**config.mk**
```make
export PLATFORM = sky130hd
export DESIGN_NAME = key_scan_ctrl
export DESIGN_NICKNAME = d
export VERILOG_FILES = /design/src/rtl/key_scan_ctrl.sv
export SDC_FILE = /design/constraint.sdc
export NUM_CORES = 1
export LEC_CHECK = 0
export BUFFER_PORTS_ARGS = -buffer_cell sky130_fd_sc_hd__buf_2
export CELL_PAD_IN_SITES_DETAIL_PLACEMENT = 1
export CELL_PAD_IN_SITES_GLOBAL_PLACEMENT = 1
export CORE_MARGIN = 8
export CORE_UTILIZATION = 40
export CTS_CLUSTER_DIAMETER = 30
export DETAILED_ROUTE_END_ITERATION = 16
export GPL_ROUTABILITY_DRIVEN = 1
export PLACE_DENSITY = 0.69
export RECOVER_POWER = 100
export SLEW_MARGIN = 20
export SYNTH_ARGS = -nofsm -noshare
export SYNTH_HDL_FRONTEND = slang
export SYNTH_SLANG_ARGS = --single-unit
```
**constraint.sdc**
```tcl
create_clock -name clk -period 2.6 [get_ports clk]
set_input_delay 0.39 -clock clk [delete_from_list [all_inputs] [get_ports clk]]
set_output_delay 0.39 -clock clk [all_outputs]
set_load 0.01 [all_outputs]
```
**src/rtl/key_scan_ctrl.sv**
```systemverilog
// key_scan_ctrl: 4x4 keypad row scanner with press/release debounce.
// Define KEY_REPEAT_EN to emit auto-repeat key_valid pulses while a key is held.
module key_scan_ctrl #(
    parameter int TICK_DIV       = 2500,
    parameter int DEBOUNCE_TICKS = 200,
    parameter int REPEAT_TICKS   = 10000
) (
    input  logic       clk,
    input  logic       rst_n,
    input  logic [3:0] col_in,
    output logic [3:0] row_out,
    output logic [3:0] key_code,
    output logic       key_valid,
    output logic       key_pressed
);
    localparam int CNT_MAX = DEBOUNCE_TICKS > REPEAT_TICKS ? DEBOUNCE_TICKS : REPEAT_TICKS;
    localparam int CW      = $clog2(CNT_MAX + 1);

    typedef enum logic [1:0] {SCAN, DEBOUNCE, HOLD, RELEASE} state_t;

    state_t        state_q, state_d;
    logic [19:0]   tick_cnt_q;
    logic          tick;
    logic [3:0]    sync_q, col_s_q;
    logic [1:0]    row_q, row_d, col_q, col_d, first_low;
    logic [CW-1:0] cnt_q, cnt_d;
    logic [3:0]    code_q, code_d;
    logic          valid_q, valid_d, pressed_q, pressed_d;
    logic          col_hi, rep_fire;

    assign tick      = tick_cnt_q == 20'(TICK_DIV - 1);
    assign col_hi    = col_s_q[col_q];
    assign first_low = !col_s_q[0] ? 2'd0 : !col_s_q[1] ? 2'd1 : !col_s_q[2] ? 2'd2 : 2'd3;

    always_ff @(posedge clk or negedge rst_n) begin
        if (!rst_n) begin
            tick_cnt_q <= '0;
            sync_q     <= '1;
            col_s_q    <= '1;
            state_q    <= SCAN;
            row_q      <= '0;
            col_q      <= '0;
            cnt_q      <= '0;
            code_q     <= '0;
            valid_q    <= 1'b0;
            pressed_q  <= 1'b0;
        end else begin
            tick_cnt_q <= tick ? '0 : tick_cnt_q + 20'd1;
            sync_q     <= col_in;
            col_s_q    <= sync_q;
            state_q    <= state_d;
            row_q      <= row_d;
            col_q      <= col_d;
            cnt_q      <= cnt_d;
            code_q     <= code_d;
            valid_q    <= valid_d;
            pressed_q  <= pressed_d;
        end
    end

    always_comb begin
        state_d   = state_q;
        row_d     = row_q;
        col_d     = col_q;
        cnt_d     = cnt_q;
        code_d    = code_q;
        valid_d   = rep_fire;
        pressed_d = pressed_q;
        if (tick) begin
            case (state_q)
                SCAN: begin
                    if (&col_s_q) begin
                        row_d = row_q + 2'd1;
                    end else begin
                        col_d   = first_low;
                        cnt_d   = '0;
                        state_d = DEBOUNCE;
                    end
                end
                DEBOUNCE: begin
                    if (col_hi) begin
                        row_d   = row_q + 2'd1;
                        state_d = SCAN;
                    end else if (cnt_q == CW'(DEBOUNCE_TICKS - 1)) begin
                        code_d    = {row_q, col_q};
                        valid_d   = 1'b1;
                        pressed_d = 1'b1;
                        state_d   = HOLD;
                    end else begin
                        cnt_d = cnt_q + CW'(1);
                    end
                end
                HOLD: begin
                    if (col_hi) begin
                        cnt_d   = '0;
                        state_d = RELEASE;
                    end
                end
                RELEASE: begin
                    if (!col_hi) begin
                        state_d = HOLD;
                    end else if (cnt_q == CW'(DEBOUNCE_TICKS - 1)) begin
                        pressed_d = 1'b0;
                        row_d     = row_q + 2'd1;
                        state_d   = SCAN;
                    end else begin
                        cnt_d = cnt_q + CW'(1);
                    end
                end
                default: state_d = SCAN;
            endcase
        end
    end

`ifdef KEY_REPEAT_EN
    logic [CW-1:0] rep_q, rep_d;

    // Restarts on every entry to HOLD, including the return from RELEASE.
    always_comb begin
        rep_fire = tick && state_q == HOLD && !col_hi && rep_q == CW'(REPEAT_TICKS - 1);
        rep_d    = (state_q != HOLD || state_d != HOLD) ? '0 : !tick ? rep_q : rep_fire ? '0 : rep_q + CW'(1);
    end

    always_ff @(posedge clk or negedge rst_n) begin
        if (!rst_n) rep_q <= '0;
        else        rep_q <= rep_d;
    end
`else
    assign rep_fire = 1'b0;
`endif

    always_comb begin
        row_out     = ~(4'b0001 << row_q);
        key_code    = code_q;
        key_valid   = valid_q;
        key_pressed = pressed_q;
    end
endmodule

```
# Yosys cells after proc, flatten, opt, wreduce, memory -nomap -nowiden
# Index checks and enable logic that the tools add are counted.
[word_totals]
reg_bits = 54
output_inout_bits = 10
[classes]
n_bitwise = 3
eq_ne = 15
order_cmp = 1
shift = 1
n_addsub = 3
reduce_logical = 10
mux = 33
[ops]
columns = ["operator", "count"]
rows = [
  ["14-bit 2-to-1 mux", 5],
  ["14-bit one-hot mux with 4 select lines", 1],
  ["2-bit 2-to-1 mux", 12],
  ["20-bit by 1-bit adder with 20-bit output, second input constant", 1],
  ["20-bit by 12-bit == test with 1-bit output, second input constant", 1],
  ["20-bit 2-to-1 mux", 1],
  ["2-bit != test, second input constant", 8],
  ["14-bit by 1-bit adder with 14-bit output, second input constant", 1],
  ["14-bit by 8-bit == test with 1-bit output, second input constant", 1],
  ["6-bit AND reduction", 2],
  ["1-bit 2-to-1 mux", 10],
  ["5-bit AND reduction", 2],
  ["2-bit one-hot mux with 4 select lines", 1],
  ["4-bit AND reduction", 2],
  ["3-bit != test, second input constant", 2],
  ["2-bit one-hot mux with 3 select lines", 1],
  ["2-bit == test, second input constant", 2],
  ["4-bit inverter", 1],
  ["1-bit by 2-bit left shift with 4-bit output, first input constant", 1],
  ["2-bit by 3-bit < comparator with 1-bit output, second input constant", 1],
  ["3-bit AND reduction", 1],
  ["3-bit nonzero test", 1],
  ["2-bit by 1-bit adder with 2-bit output, second input constant", 1],
  ["1-bit binary-select mux with 2-bit select", 1],
  ["other kinds (5)", 6],
]

# Longest topological paths before layout
[logic_depth]
ltp_word = 5
depth_mapped = 8
mapped_depth_nobuf = 6

# Worst setup path after synthesis
# No wires, ideal clock.
[synth_timing]
path_kind = "flip-flop to flip-flop"
start = "register tick_cnt_q[0]"
end = "register code_q[0] (netlist: key_code[0])"
setup_ns = 0.125
path_slack_ns = 0.299
required_ns = 2.475
path_buffers = 0
stages_incl_launch_ff = 7
t_arrival_ns = 2.176
path_cell_list = "dfrtp_1 ha_1 or4b_1 nor3_1 nand4_1 nor3_1 mux2_2"
[synth_via]
elab_chain_len = 2
[synth_rtl]
columns = ["item", "line", "source"]
rows = [
  ["from (decl)", "22", "logic [19:0] tick_cnt_q;"],
  ["from (signal assigned)", "48", "tick_cnt_q <= tick ? '0 : tick_cnt_q + 20'd1;"],
  ["20-bit by 12-bit == test with 1-bit output", "31", "assign tick = tick_cnt_q == 20'(TICK_DIV - 1);"],
  ["4-bit AND reduction (no source line)", "n/a", ""],
  ["to (signal assigned)", "55", "code_q <= code_d;"],
  ["to (decl)", "27", "logic [3:0] code_q, code_d;"],
]
# No other way between the ends.
# A chain may end at the register's enable or synchronous reset.

# Final worst setup path
[layout_timing]
start = "register tick_cnt_q[0]"
end = "register cnt_q[12]"
[layout_via]
elab_chain_len = 2
[layout_rtl]
columns = ["item", "line", "source"]
rows = [
  ["20-bit by 12-bit == test with 1-bit output", "31", ""],
  ["5-bit AND reduction (no source line)", "n/a", ""],
  ["to (signal assigned)", "54", "cnt_q <= cnt_d;"],
  ["to (decl)", "26", "logic [CW-1:0] cnt_q, cnt_d;"],
]
# No other way between the ends.

==> impl_summary.log <==
INFO  metric run_status = complete, no violations
INFO  metric post_route_cells_drive_above_1_share = 0.198
INFO  metric gpl.final_weighted_congestion = roughly 0.76
INFO  metric clock_latency = 310 ps
INFO  metric synth.yosys.seq_area_share = 0.511
INFO  metric cts_tree = done
INFO  metric critical-path-slowest-cell = sky130_fd_sc_hd__or4b_4
INFO  metric worst_setup_path_start_kind = flop
INFO  metric maxClockFrequency = 414 MHz
INFO  metric die_w = ~98 microns
INFO  metric post_synth_design_cell_area = 0.00266 sq mm
INFO  metric setup_ws = 183 ps
INFO  metric grt_remaining_overflow = 0
INFO  metric worst-endpoint-arrival = 2650 ps
INFO  metric largest_net_degree_at_the_start_of_global_routing = 27
INFO  metric power_density = roughly 480 mW/mm^2
INFO  metric finalWorstPathRequiredPeriod = 2420 ps
INFO  metric final-setup-viol-count = 0
INFO  metric hold_buffers = 0
INFO  metric cts_buffer_depth = 2
INFO  metric worstHoldPathCells = 1
INFO  metric timing_hold_violations_final = 0
INFO  metric via_count = 1976
INFO  metric finalSetupTns = 0 ps
INFO  metric row_count = 29
INFO  metric timing.clock.skew = 7.04 ps
INFO  metric number_of_synthesized_register_bits = 54
INFO  metric grtUsageMet3 = 0.0249
INFO  metric mappedNetlistNets = 267
INFO  metric synth_top_flop_cell = sky130_fd_sc_hd__dfrtp_1
INFO  metric ir_worst_vdd = ~0.24 mV
INFO  metric critical_path_buf_inv_count = 1
INFO  metric regToRegStartpoint = tick_cnt_q[0]
INFO  metric cp-startpoint = tick_cnt_q[0]
INFO  metric wl_per_cell = around 16 microns
INFO  metric vias_in_the_first_global_route = 2095
INFO  metric finalNetCount = 289
INFO  metric syn-mean-instance-area = ~10 sq um
INFO  metric floorplan.die_area = roughly 0.0095 sq mm
INFO  metric totalWireLength = about 5.8 mm
INFO  metric final_core_utilization = 0.466
INFO  metric grt_first_pass_wirelength = 10.4 mm
INFO  metric cp_top_family = simple AND/OR/NAND/NOR gates
INFO  metric post-route-period-util = 0.930
INFO  metric cts_max_level = 2
INFO  metric min_path_type = in -> reg
INFO  metric initial_core_util = 0.417
INFO  metric dr.pass1.iters = 4
INFO  metric numClockSinks = 54
INFO  metric worst_slack_at_placement = approximately 110 ps
INFO  metric worstPathCellList = ha_2, or4b_4, nor3_4, o211ai_1, buf_4, or4_1, a21oi_1
INFO  metric ys_async_sr_fraction = 1.00
INFO  metric port_buffers = 15
INFO  metric slew_violations = 0
INFO  metric global_route_usage_over_all_layers = 0.129
INFO  metric postRouteAntennaNets = 0
INFO  metric worst_path_required = ~2800 ps
INFO  metric gr_peak_layer = met2
INFO  metric delay_contributed_by_the_slowest_stage_of_the_critical_path = 510 ps
INFO  metric drc = 0
INFO  metric grt_antenna_before_repair = 0
INFO  metric clk_root_buffer_cell = sky130_fd_sc_hd__clkbuf_8
INFO  metric die_y = just under 100 microns
INFO  metric gate_count_of_the_mapped_netlist = ~260
INFO  metric core_area = 0.00639 sq mm
INFO  metric global_route.usage.met2 = 0.218
INFO  metric antenna-diode-count = 0
INFO  metric cap_violations = 0
INFO  metric post-synth-top-area-fraction = 0.432
INFO  metric number_of_synthesized_flops_with_an_enable_pin = 0
INFO  metric report.power.total = 1.44 mW
INFO  metric tritoncts.num_buffers = 5
INFO  metric synthesis.yosys.warnings = 0
INFO  metric cp.depth = 7
INFO  metric synthToLayoutAreaGrowth = 11.8%
INFO  metric grt.met1_usage = 0.163
INFO  metric ioPinCount = 16
INFO  metric 1st_iter_drt_viols = 56
INFO  metric leakage = 1.29 nW
INFO  metric drt-vias-per-instance = about 5.6
INFO  metric rsz0062_at_grt = no
INFO  metric worstPathMaxFanout = 20
INFO  metric reg2reg_depth = 7
INFO  metric critPathCaptureType = flop
INFO  metric ys_types = between 40 and 50
INFO  metric startpoint_of_the_tightest_hold_check_path = col_in[3]
INFO  metric synth_top_cells_by_area = sky130_fd_sc_hd__dfrtp_1 43%, sky130_fd_sc_hd__dfstp_2 7.9%, sky130_fd_sc_hd__nand3_1 3.6%, sky130_fd_sc_hd__xnor2_1 3.3%, sky130_fd_sc_hd__xor2_1 3.3%
INFO  metric path_class = reg -> reg
INFO  metric yosys.area.top_type = sky130_fd_sc_hd__dfrtp_1
INFO  metric post-dp-hpwl = ~4.3 mm
INFO  metric cts_clock_pin_slew_for_the_worst_setup_and_hold_paths = 100 ps
INFO  metric maxSlewHeadroom = 0.0510
INFO  metric max_slew.worst_pin.slew = 1420 ps
[cell usage in the layout (no fill, tap or decap), drive strengths merged, types with 8 or more instances in the layout]
| master | instances |
|---|---|
| clkbuf | 8 |
| o21ai | 11 |
| nand2 | 11 |
| nor3 | 11 |
| nor2 | 15 |
| xor2 | 10 |
| inv | 15 |
| nand4 | 10 |
| buf | 23 |
| dfstp | 8 |
| nand3 | 19 |
| dfrtp | 46 |
| xnor2 | 10 |
| or4 | 8 |
[layout make-up]
cell class / count / area [sq um]
clock buffers: 5 / 68.8
fillers: 742 / 3410
repair buffers: 26 / 149
clock inverters: 3 / 40.0
multi-input cells: 175 / 1210
inverters: 15 / 56.3
well taps: 77 / 96.3
flip-flops and latches: 54 / 1360
[sequential cells by signal (all words and copies together) (netlist names), named ones only]
name and flops:
cnt_q 14, col_q 2, col_s_q 4, key_code 4
key_pressed 1, key_valid 1, row_q 2, state_q 1
sync_q 4, tick_cnt_q 20
[worst paths after layout]
path,to,slack (ps)
setup / recovery,cnt_q[12],180
hold / removal,sync_q[3],180
setup reg to reg,cnt_q[12],180
hold reg to reg,col_s_q[0],360
max in group asynchronous,key_code[1],810
min in group asynchronous,cnt_q[6],400
[cells by family (layout without fill, tap and decap cells)]
| kind of cell | after synthesis | count (layout) | share of synthesized area |
|---|---|---|---|
| AO/OA/AOI/OAI | 36 | 36 | 0.0892 |
| XOR/XNOR | 20 | 20 | 0.0658 |
| adder cells (fa/ha/maj) | 6 | 6 | 0.0282 |
| buffers and inverters | 26 | 49 | 0.0399 |
| flip-flops | 54 | 54 | 0.511 |
| multiplexers | 10 | 10 | 0.0456 |
| AND/OR/NAND/NOR | 103 | 103 | 0.220 |
[Yosys cell counts (all sizes together) (8+ instances only)]
library cell and count:
nor2 15, nand3 19, dfrtp 46, xnor2 10
or4 8, xor2 10, nor3 11, nand4 10
dfstp 8, inv 15, nand2 11, o21ai 11
clkbuf 9
[per-layer routing]
metal | vias up | share of wire
met4 | 0 | 0.011
met1 | 997 | 0.47
met5 | - | 0
met3 | 6 | 0.019
li1 | 955 | -
met2 | 18 | 0.50
[repair_timing]
item                                    CTS  global route
endpoints found under the setup margin    0            13
resized for setup                         0             3
setup buffers                             0             1
[power breakdown]
part	total [mW]	switching [mW]	leakage [nW]	internal, mW
Clock	0.557	0.273	0.0579	0.284
Sequential	0.854	0.00314	0.713	0.851
Combinational	0.0288	0.0220	0.524	0.00686
[metrics by stage]
step	cells	area (sq um)	hold slack, ps
global route	355	2980	151
CTS	354	2970	96.8
global placement	346	2860	346
floorplan	255	2660	94.4
finish	355	2980	175
detailed placement	346	2860	348
Power figures use the tool's default switching activity.
